## config.mk

```make
export PLATFORM = sky130hd
export DESIGN_NAME = fetch_pipe_flat
export DESIGN_NICKNAME = d
export VERILOG_FILES = /design/src/rtl/fetch_pipe_if.sv /design/src/rtl/fetch_pipe.sv /design/src/flat_wrapper.sv
export SDC_FILE = /design/constraint.sdc
export NUM_CORES = 1
export LEC_CHECK = 0
export BUFFER_PORTS_ARGS = -buffer_cell sky130_fd_sc_hd__buf_2
export CAP_MARGIN = 20
export CORE_MARGIN = 5
export CORE_UTILIZATION = 25
export CTS_BUF_LIST = sky130_fd_sc_hd__clkbuf_2 sky130_fd_sc_hd__clkbuf_4 sky130_fd_sc_hd__clkbuf_8
export DETAILED_ROUTE_END_ITERATION = 8
export GPL_TIMING_DRIVEN = 0
export SYNTH_ARGS = -nofsm -noshare
export SYNTH_HDL_FRONTEND = slang
export SYNTH_SLANG_ARGS = --single-unit
export TNS_END_PERCENT = 10
```

## constraint.sdc

```tcl
create_clock -name reloj -period 2.5 [get_ports reloj]
set_clock_uncertainty 0.1 [all_clocks]
set_input_delay 0.125 -clock reloj [delete_from_list [all_inputs] [get_ports reloj]]
set_output_delay 0.125 -clock reloj [all_outputs]
set_load 0.05 [all_outputs]
```

## src/rtl/fetch_pipe_if.sv

```systemverilog
// Fetch-stage bus: next-PC select, execute-stage targets, hazard controls,
// instruction-memory handshake and the IF/ID register outputs.
interface fetch_pipe_if #(
  parameter int unsigned WIDTH = 32
);
  logic [1:0]       SEL_DIR;
  logic [WIDTH-1:0] DOA_exe;
  logic [WIDTH-1:0] jump_exe;
  logic [WIDTH-1:0] branch_exe;
  logic             stall;
  logic             flush;
  logic             mem_ready;
  logic [31:0]      INSTR;
  logic [WIDTH-1:0] OUT_REG1;
  logic [3:0]       PC_4;
  logic [31:0]      IFID_instr;
  logic [WIDTH-1:0] IFID_pc4;
  logic             IFID_valid;
  logic             misalign;

  // Driver side: hazard unit, execute stage and instruction memory.
  modport master (
    output SEL_DIR, DOA_exe, jump_exe, branch_exe, stall, flush, mem_ready, INSTR,
    input  OUT_REG1, PC_4, IFID_instr, IFID_pc4, IFID_valid, misalign
  );

  // Fetch stage side.
  modport slave (
    input  SEL_DIR, DOA_exe, jump_exe, branch_exe, stall, flush, mem_ready, INSTR,
    output OUT_REG1, PC_4, IFID_instr, IFID_pc4, IFID_valid, misalign
  );
endinterface

```

## src/rtl/fetch_pipe.sv

```systemverilog
// Instruction-fetch stage: program counter with four next-PC sources,
// IF/ID capture register with valid bit, stall/flush/memory-wait handling
// and a sticky flag for misaligned redirect targets.
module fetch_pipe #(
  parameter int unsigned WIDTH    = 32,
  parameter logic [31:0] RESET_PC = 32'h0000_0000,
  parameter int unsigned INC      = 4,
  parameter logic [31:0] NOP      = 32'h0000_0000
) (
  input  logic       reloj,
  input  logic       reset,
  fetch_pipe_if.slave bus
);

  localparam logic [WIDTH-1:0] RESET_PC_W = RESET_PC[WIDTH-1:0];
  localparam logic [WIDTH-1:0] INC_W      = WIDTH'(INC);

  // Word-align a redirect target by clearing the two byte-offset bits.
  function automatic logic [WIDTH-1:0] align_word(input logic [WIDTH-1:0] addr);
    return {addr[WIDTH-1:2], 2'b00};
  endfunction

  logic [WIDTH-1:0] pc_p0;
  logic [WIDTH-1:0] pc_inc_p0;
  logic [WIDTH-1:0] target_p0;
  logic             redirect_p0;
  logic             advance_p0;
  logic             target_misaligned_p0;

  logic [31:0]      instr_p1;
  logic [WIDTH-1:0] pc4_p1;
  logic             vld_p1;
  logic             misalign_q;

  assign redirect_p0          = (bus.SEL_DIR != 2'b00);
  assign advance_p0           = ~bus.stall & bus.mem_ready;
  assign pc_inc_p0            = pc_p0 + INC_W;
  assign target_misaligned_p0 = (target_p0[1:0] != 2'b00);

  // Select the redirect target; sequential code yields zero and is unused.
  always_comb begin
    target_p0 = '0;
    unique case (bus.SEL_DIR)
      2'b01:   target_p0 = bus.DOA_exe;
      2'b10:   target_p0 = bus.jump_exe;
      2'b11:   target_p0 = bus.branch_exe;
      default: target_p0 = '0;
    endcase
  end

  // ---- stage 0: program counter (redirect beats stall and memory wait) ----
  always_ff @(posedge reloj or posedge reset) begin
    if (reset) begin
      pc_p0 <= RESET_PC_W;
    end else if (redirect_p0) begin
      pc_p0 <= align_word(target_p0);
    end else if (advance_p0) begin
      pc_p0 <= pc_inc_p0;
    end
  end

  // Sticky misalignment flag, cleared only by reset.
  always_ff @(posedge reloj or posedge reset) begin
    if (reset) begin
      misalign_q <= 1'b0;
    end else if (redirect_p0 && target_misaligned_p0) begin
      misalign_q <= 1'b1;
    end
  end

  // ---- stage 1: IF/ID register (squash, hold, capture or bubble) ----
  always_ff @(posedge reloj or posedge reset) begin
    if (reset) begin
      instr_p1 <= NOP;
      pc4_p1   <= '0;
      vld_p1   <= 1'b0;
    end else if (redirect_p0 || bus.flush) begin
      instr_p1 <= NOP;
      vld_p1   <= 1'b0;
    end else if (bus.stall) begin
      instr_p1 <= instr_p1;
      vld_p1   <= vld_p1;
    end else if (bus.mem_ready) begin
      instr_p1 <= bus.INSTR;
      pc4_p1   <= pc_inc_p0;
      vld_p1   <= 1'b1;
    end else begin
      instr_p1 <= NOP;
      vld_p1   <= 1'b0;
    end
  end

  assign bus.OUT_REG1   = pc_p0;
  assign bus.PC_4       = pc_inc_p0[WIDTH-1:WIDTH-4];
  assign bus.IFID_instr = instr_p1;
  assign bus.IFID_pc4   = pc4_p1;
  assign bus.IFID_valid = vld_p1;
  assign bus.misalign   = misalign_q;

endmodule

```

## src/flat_wrapper.sv

```systemverilog
// flat-port wrapper written by rule: the top's interface ports become plain ports
module fetch_pipe_flat 
#(
  parameter int unsigned WIDTH    = 32,
  parameter logic [31:0] RESET_PC = 32'h0000_0000,
  parameter int unsigned INC      = 4,
  parameter logic [31:0] NOP      = 32'h0000_0000
)
  (reloj, reset, bus_SEL_DIR, bus_DOA_exe, bus_jump_exe, bus_branch_exe, bus_stall, bus_flush, bus_mem_ready, bus_INSTR, bus_OUT_REG1, bus_PC_4, bus_IFID_instr, bus_IFID_pc4, bus_IFID_valid, bus_misalign);
  fetch_pipe_if #(.WIDTH(WIDTH)) bus_i ();
  input  logic reloj;
  input  logic reset;
  input wire logic [$bits(bus_i.SEL_DIR)-1:0] bus_SEL_DIR;
  input wire logic [$bits(bus_i.DOA_exe)-1:0] bus_DOA_exe;
  input wire logic [$bits(bus_i.jump_exe)-1:0] bus_jump_exe;
  input wire logic [$bits(bus_i.branch_exe)-1:0] bus_branch_exe;
  input wire logic [$bits(bus_i.stall)-1:0] bus_stall;
  input wire logic [$bits(bus_i.flush)-1:0] bus_flush;
  input wire logic [$bits(bus_i.mem_ready)-1:0] bus_mem_ready;
  input wire logic [$bits(bus_i.INSTR)-1:0] bus_INSTR;
  output wire logic [$bits(bus_i.OUT_REG1)-1:0] bus_OUT_REG1;
  output wire logic [$bits(bus_i.PC_4)-1:0] bus_PC_4;
  output wire logic [$bits(bus_i.IFID_instr)-1:0] bus_IFID_instr;
  output wire logic [$bits(bus_i.IFID_pc4)-1:0] bus_IFID_pc4;
  output wire logic [$bits(bus_i.IFID_valid)-1:0] bus_IFID_valid;
  output wire logic [$bits(bus_i.misalign)-1:0] bus_misalign;
  assign bus_i.SEL_DIR = bus_SEL_DIR;
  assign bus_i.DOA_exe = bus_DOA_exe;
  assign bus_i.jump_exe = bus_jump_exe;
  assign bus_i.branch_exe = bus_branch_exe;
  assign bus_i.stall = bus_stall;
  assign bus_i.flush = bus_flush;
  assign bus_i.mem_ready = bus_mem_ready;
  assign bus_i.INSTR = bus_INSTR;
  assign bus_OUT_REG1 = bus_i.OUT_REG1;
  assign bus_PC_4 = bus_i.PC_4;
  assign bus_IFID_instr = bus_i.IFID_instr;
  assign bus_IFID_pc4 = bus_i.IFID_pc4;
  assign bus_IFID_valid = bus_i.IFID_valid;
  assign bus_misalign = bus_i.misalign;
  fetch_pipe #(.WIDTH(WIDTH), .RESET_PC(RESET_PC), .INC(INC), .NOP(NOP)) u_core (.reloj(reloj), .reset(reset), .bus(bus_i));
endmodule
```

* Word level (Yosys, flattened, before mapping) *
Index checks and enable logic that the tools add are counted.

word-level totals
  register bits = 98
  word-level logic and storage cells = 28
  input bits = 135
  output and inout bits = 102

cells by class
  bitwise logic cells = 3
  eq/ne operators = 4
  reduce and logical (&&, ||, !) cells = 6
  mux-type cells = 9
  add/subtract/negate cells = 1

operators by type and width
  operator                 count
  $mux W32                 5
  $pmux W32 S3             1
  $add A32 B3 Y32 const B  1
  $reduce_bool A2 Y1       3
  $eq A2 B2 Y1 const B     2
  $mux W1                  3
  $reduce_and A3 Y1        1
  $eq A2 B1 Y1 const B     1
  $ne A2 B1 Y1 const B     1
  $not A1 Y1               2
  $and A1 B1 Y1            1
  $logic_and A1 B1 Y1      1
  $logic_or A1 B1 Y1       1

* Logic depth before layout (Yosys ltp) *
  word-level depth = 4
  mapped depth = 8
  gate-level depth less buffers = 6

* Worst setup path after synthesis *
OpenSTA, ideal clock, no wires.

  path kind = flip-flop to flip-flop
  from = reg u_core.pc_p0[2], in the netlist u_core.bus.OUT_REG1[2]
  to = reg u_core.pc_p0[14], in the netlist u_core.bus.OUT_REG1[14]
  required time = 2.261 ns
  path slack = -0.108 ns
  stages on the path, launching flop included = 8
  setup time = 0.139 ns
  path buffers = 1
  period minus slack after synthesis = 2.608 ns
  data arrival time = 2.369 ns
  path through = dfrtp_1 > ha_1 > nand4_4 > or2_1 > clkbuf_1 > nor3_1 > xor2_1 > mux4_2

on the way
  word-level cells in the longest chain between the ends = 3

RTL lines
  element                 line              RTL
  start, declared         fetch_pipe.sv:23  logic [WIDTH-1:0] pc_p0;
  start signal, assigned  fetch_pipe.sv:56  pc_p0 <= align_word(target_p0);
  start signal, assigned  fetch_pipe.sv:58  pc_p0 <= pc_inc_p0;
  $add A32 B3 Y32         fetch_pipe.sv:37  assign pc_inc_p0 = pc_p0 + INC_W;
  $mux W32                fetch_pipe.sv:57  end else if (advance_p0) begin
  $mux W32                fetch_pipe.sv:55  end else if (redirect_p0) begin

No other way between the ends. The select of a mux whose other input is x is not followed.
A chain may end at the register's enable or synchronous reset.

* Worst setup path in the final report *
  from = reg u_core.pc_p0[11], in the netlist u_core.bus.OUT_REG1[11]
  to = out bus_PC_4[1]

on the way
  word-level cells in the longest chain between the ends = 1

RTL lines
  element          line                RTL
  $add A32 B3 Y32  fetch_pipe.sv:37
  end, declared    flat_wrapper.sv:22  output wire logic [$bits(bus_i.PC_4)-1:0] bus_PC_4;

No other way between the ends.

==> results.yml <==
placed_design:
  hpwl_mm: 13.70
  gp_congestion: 0.7880
  placed_area_um2: 6505
  numPortBuffers: 230
  pre_cts_ws_ns: -0.1970
  dp_cells: 952
setup_path:
  worstRegToRegCells: 7
  cp.arrival_ns: 2.20
  regToRegSetupSlack_ns: 0.14
  path_max_fanout: 6
  crit_required_ns: 2.28
  critPathLaunchType: "flop"
  criticalPathCategory: "reg -> out"
  critPathCaptureType: "output port"
routing:
  drc: 0
  wirelength_mm: 19.58
  drt-wirelength-per-cell_um: 18.06
  vias_per_cell: 4.634
  drtIter0Drc: 174
  antenna_left: 0
  drt_pass1_iterations: 4
  vias: 5023
final_layout:
  drive_above_1_share_pct: 42.37
  nets: 951
  area_growth_syn_to_layout_pct: 60.50
  final_util_pct: 40.83
  antennaDiodeCount: 0
  multi_input_comb_area_um2: 2472
  final_common_cell: "buf_2"
  finalNonFillerCells: 1084
  num-fill-cells: 1910
  final_cell_area_um2: 7973
  seq_area_um2: 2370
  layout_common_cells: "buf_2 (234), dlygate4sd3_1 (94), dfrtp_1 (80)"
grt:
  antenna_found_initial: 0
  busiest_layer: "met2"
  grtUsageMet2_pct: 29.85
  grt.overflow.total: 0
  grt_usage_pct: 17.05
  grt_pass1_wl_mm: 29.44
  grt_max_degree: 35
  first_global_vias: 5272
  use_met1_pct: 21.70
  gr-usage-met3_pct: 2.783
job:
  drv_cap: 0
clocking:
  cts_root_buffer: "clkbuf_8"
  cts_tree: "yes"
  cts_buffer_depth: 2
  htreeDepth: 3
  clk_pin_slew_worst_paths_ns: 0.10
  clk_latency_ns: 0.37
  clock-sinks: 94
  numCtsBuffers: 9
floorplan:
  chipHeight_um: 151.0
  chipWidth_um: 151.0
  start_util_pct: 25.44
  dieArea_um2: 22790
  core.rowCount: 51
  core-area_um2: 19530
  io_pins: 237
sta:
  worstMarginPinSlew_ns: 0.7575
  setup_viol: 0
  fin_crit_sh_pct: 97.14
  finalWorstSetupSlack_ns: 0.07160
  slew_viol_final: 0
  period_minus_slack_ns: 2.428
  slew_headroom_pct: 49.50
  hold_viol_final: 0
  max_clock_freq_mhz: 411.8
  fin_setup_tns_ns: 0
  rsz0062_at_grt: "true"
min_path:
  holdCritPathClass: "in -> reg"
  hold_depth: 4
logic_synthesis:
  syn_inst: 452
  async_flop_share_pct: 100.0
  synth_cell_types: 44
  avgSynthCellArea_um2: 10.99
  synth-edff-count: 0
  synth_seq_cells: 94
  ys.flop_type: "dfrtp_1"
  synthesis.area_um2: 4967
  yosysSeqAreaShare_pct: 47.36
  yosysWarningCount: 0
run_status:
  status: "finished, final reports clean"
power:
  leakagePower_nw: 3.691
  power.density_nw_per_um2: 619.9
  ir_drop_mv: 0.2795
==> sequential cells by signal, summed over array words and instances, names as in the netlist <==
signal	count
u_core.bus.IFID_instr	32
u_core.bus.IFID_pc4	30
u_core.bus.OUT_REG1	30
u_core.bus.IFID_valid	1
u_core.bus.misalign	1
==> what timing repair did <==
item / 4_1_cts / 5_1_grt
resized for setup: 29 / 15
setup endpoints to repair: 6 / 4
buffers inserted: 20 / 4
pin swaps: 7 / 7
hold buffers: 94 / 0
hold endpoints to repair: 85 / 0
==> cell usage after synthesis (9+ instances only) <==
library cell	count	area, µm²
a21oi_1	33	165.2
a22o_1	32	280.3
buf_2	10	50.05
clkbuf_1	22	82.58
dfrtp_1	94	2352
mux4_2	23	518.0
nand2_1	31	116.4
nand3_1	11	55.05
nand4_1	9	56.30
nor2_1	44	165.2
nor3_1	14	70.07
xnor2_1	17	148.9
xor2_1	24	210.2
==> layout make-up <==
type                       instances  area share (%)
tap                              265           4.159
multi-input combinational        313           31.01
buffer                            42           2.715
inverter                           5          0.2825
clock inverter                     4          0.9102
clock buffer                      11           1.742
timing repair buffer             350           29.46
sequential                        94           29.72
==> worst paths after layout <==
check | from | end
max in group asynchronous | reset | u_core.bus.OUT_REG1[17]
setup / recovery | u_core.bus.OUT_REG1[11] | bus_PC_4[1]
hold reg to reg | u_core.bus.IFID_valid | u_core.bus.IFID_valid
hold / removal | bus_jump_exe[0] | u_core.bus.misalign
min in group asynchronous | reset | u_core.bus.IFID_instr[10]
setup reg to reg | u_core.bus.OUT_REG1[3] | u_core.bus.OUT_REG1[18]
==> where the power goes <==
group | internal (mW) | switching, mW | total [mW]
logic | 0.659 | 1.26 | 1.91
clock network | 0.580 | 0.555 | 1.14
registers | 1.72 | 0.175 | 1.89
==> stage by stage <==
step                hold WS, ns  power [mW]
floorplan                0.1647       3.097
detailed placement       0.1725       3.623
global route            0.03939       5.193
CTS                    0.001878       4.980
global placement         0.2512       3.601
finish                  0.05552       4.943
==> worst max-delay path: stages (launching register included) <==
cell and delay (ns):
dfrtp_1 0.38, buf_6 0.14, nand4_1 0.14, nor4_4 0.27, buf_4 0.18, nand4_1 0.14, xor2_2 0.24, inv_1 0.07
buf_4 0.13, buf_6 0.14
==> cell families (layout without fill, tap and decap cells) <==
group	count (synthesis)	in the layout	synth area share (%)
xor gates and xnor gates	41	41	7.229
other	1	4	0.07549
muxes	27	27	11.28
and+or+nand+nor	148	148	15.99
DFF	94	94	47.36
buffers and inverters	48	412	4.509
adders and majority gates	1	1	0.2518
AOI/OAI and AO/OA	92	92	13.30
==> routing by layer <==
metal	up-vias	part of all wire, %
met2	218	50
met5	-	0
met4	0	1.3
met1	2441	42
li1	2348	-
met3	16	6.7
No activity file was read; power rests on OpenSTA's default activity.
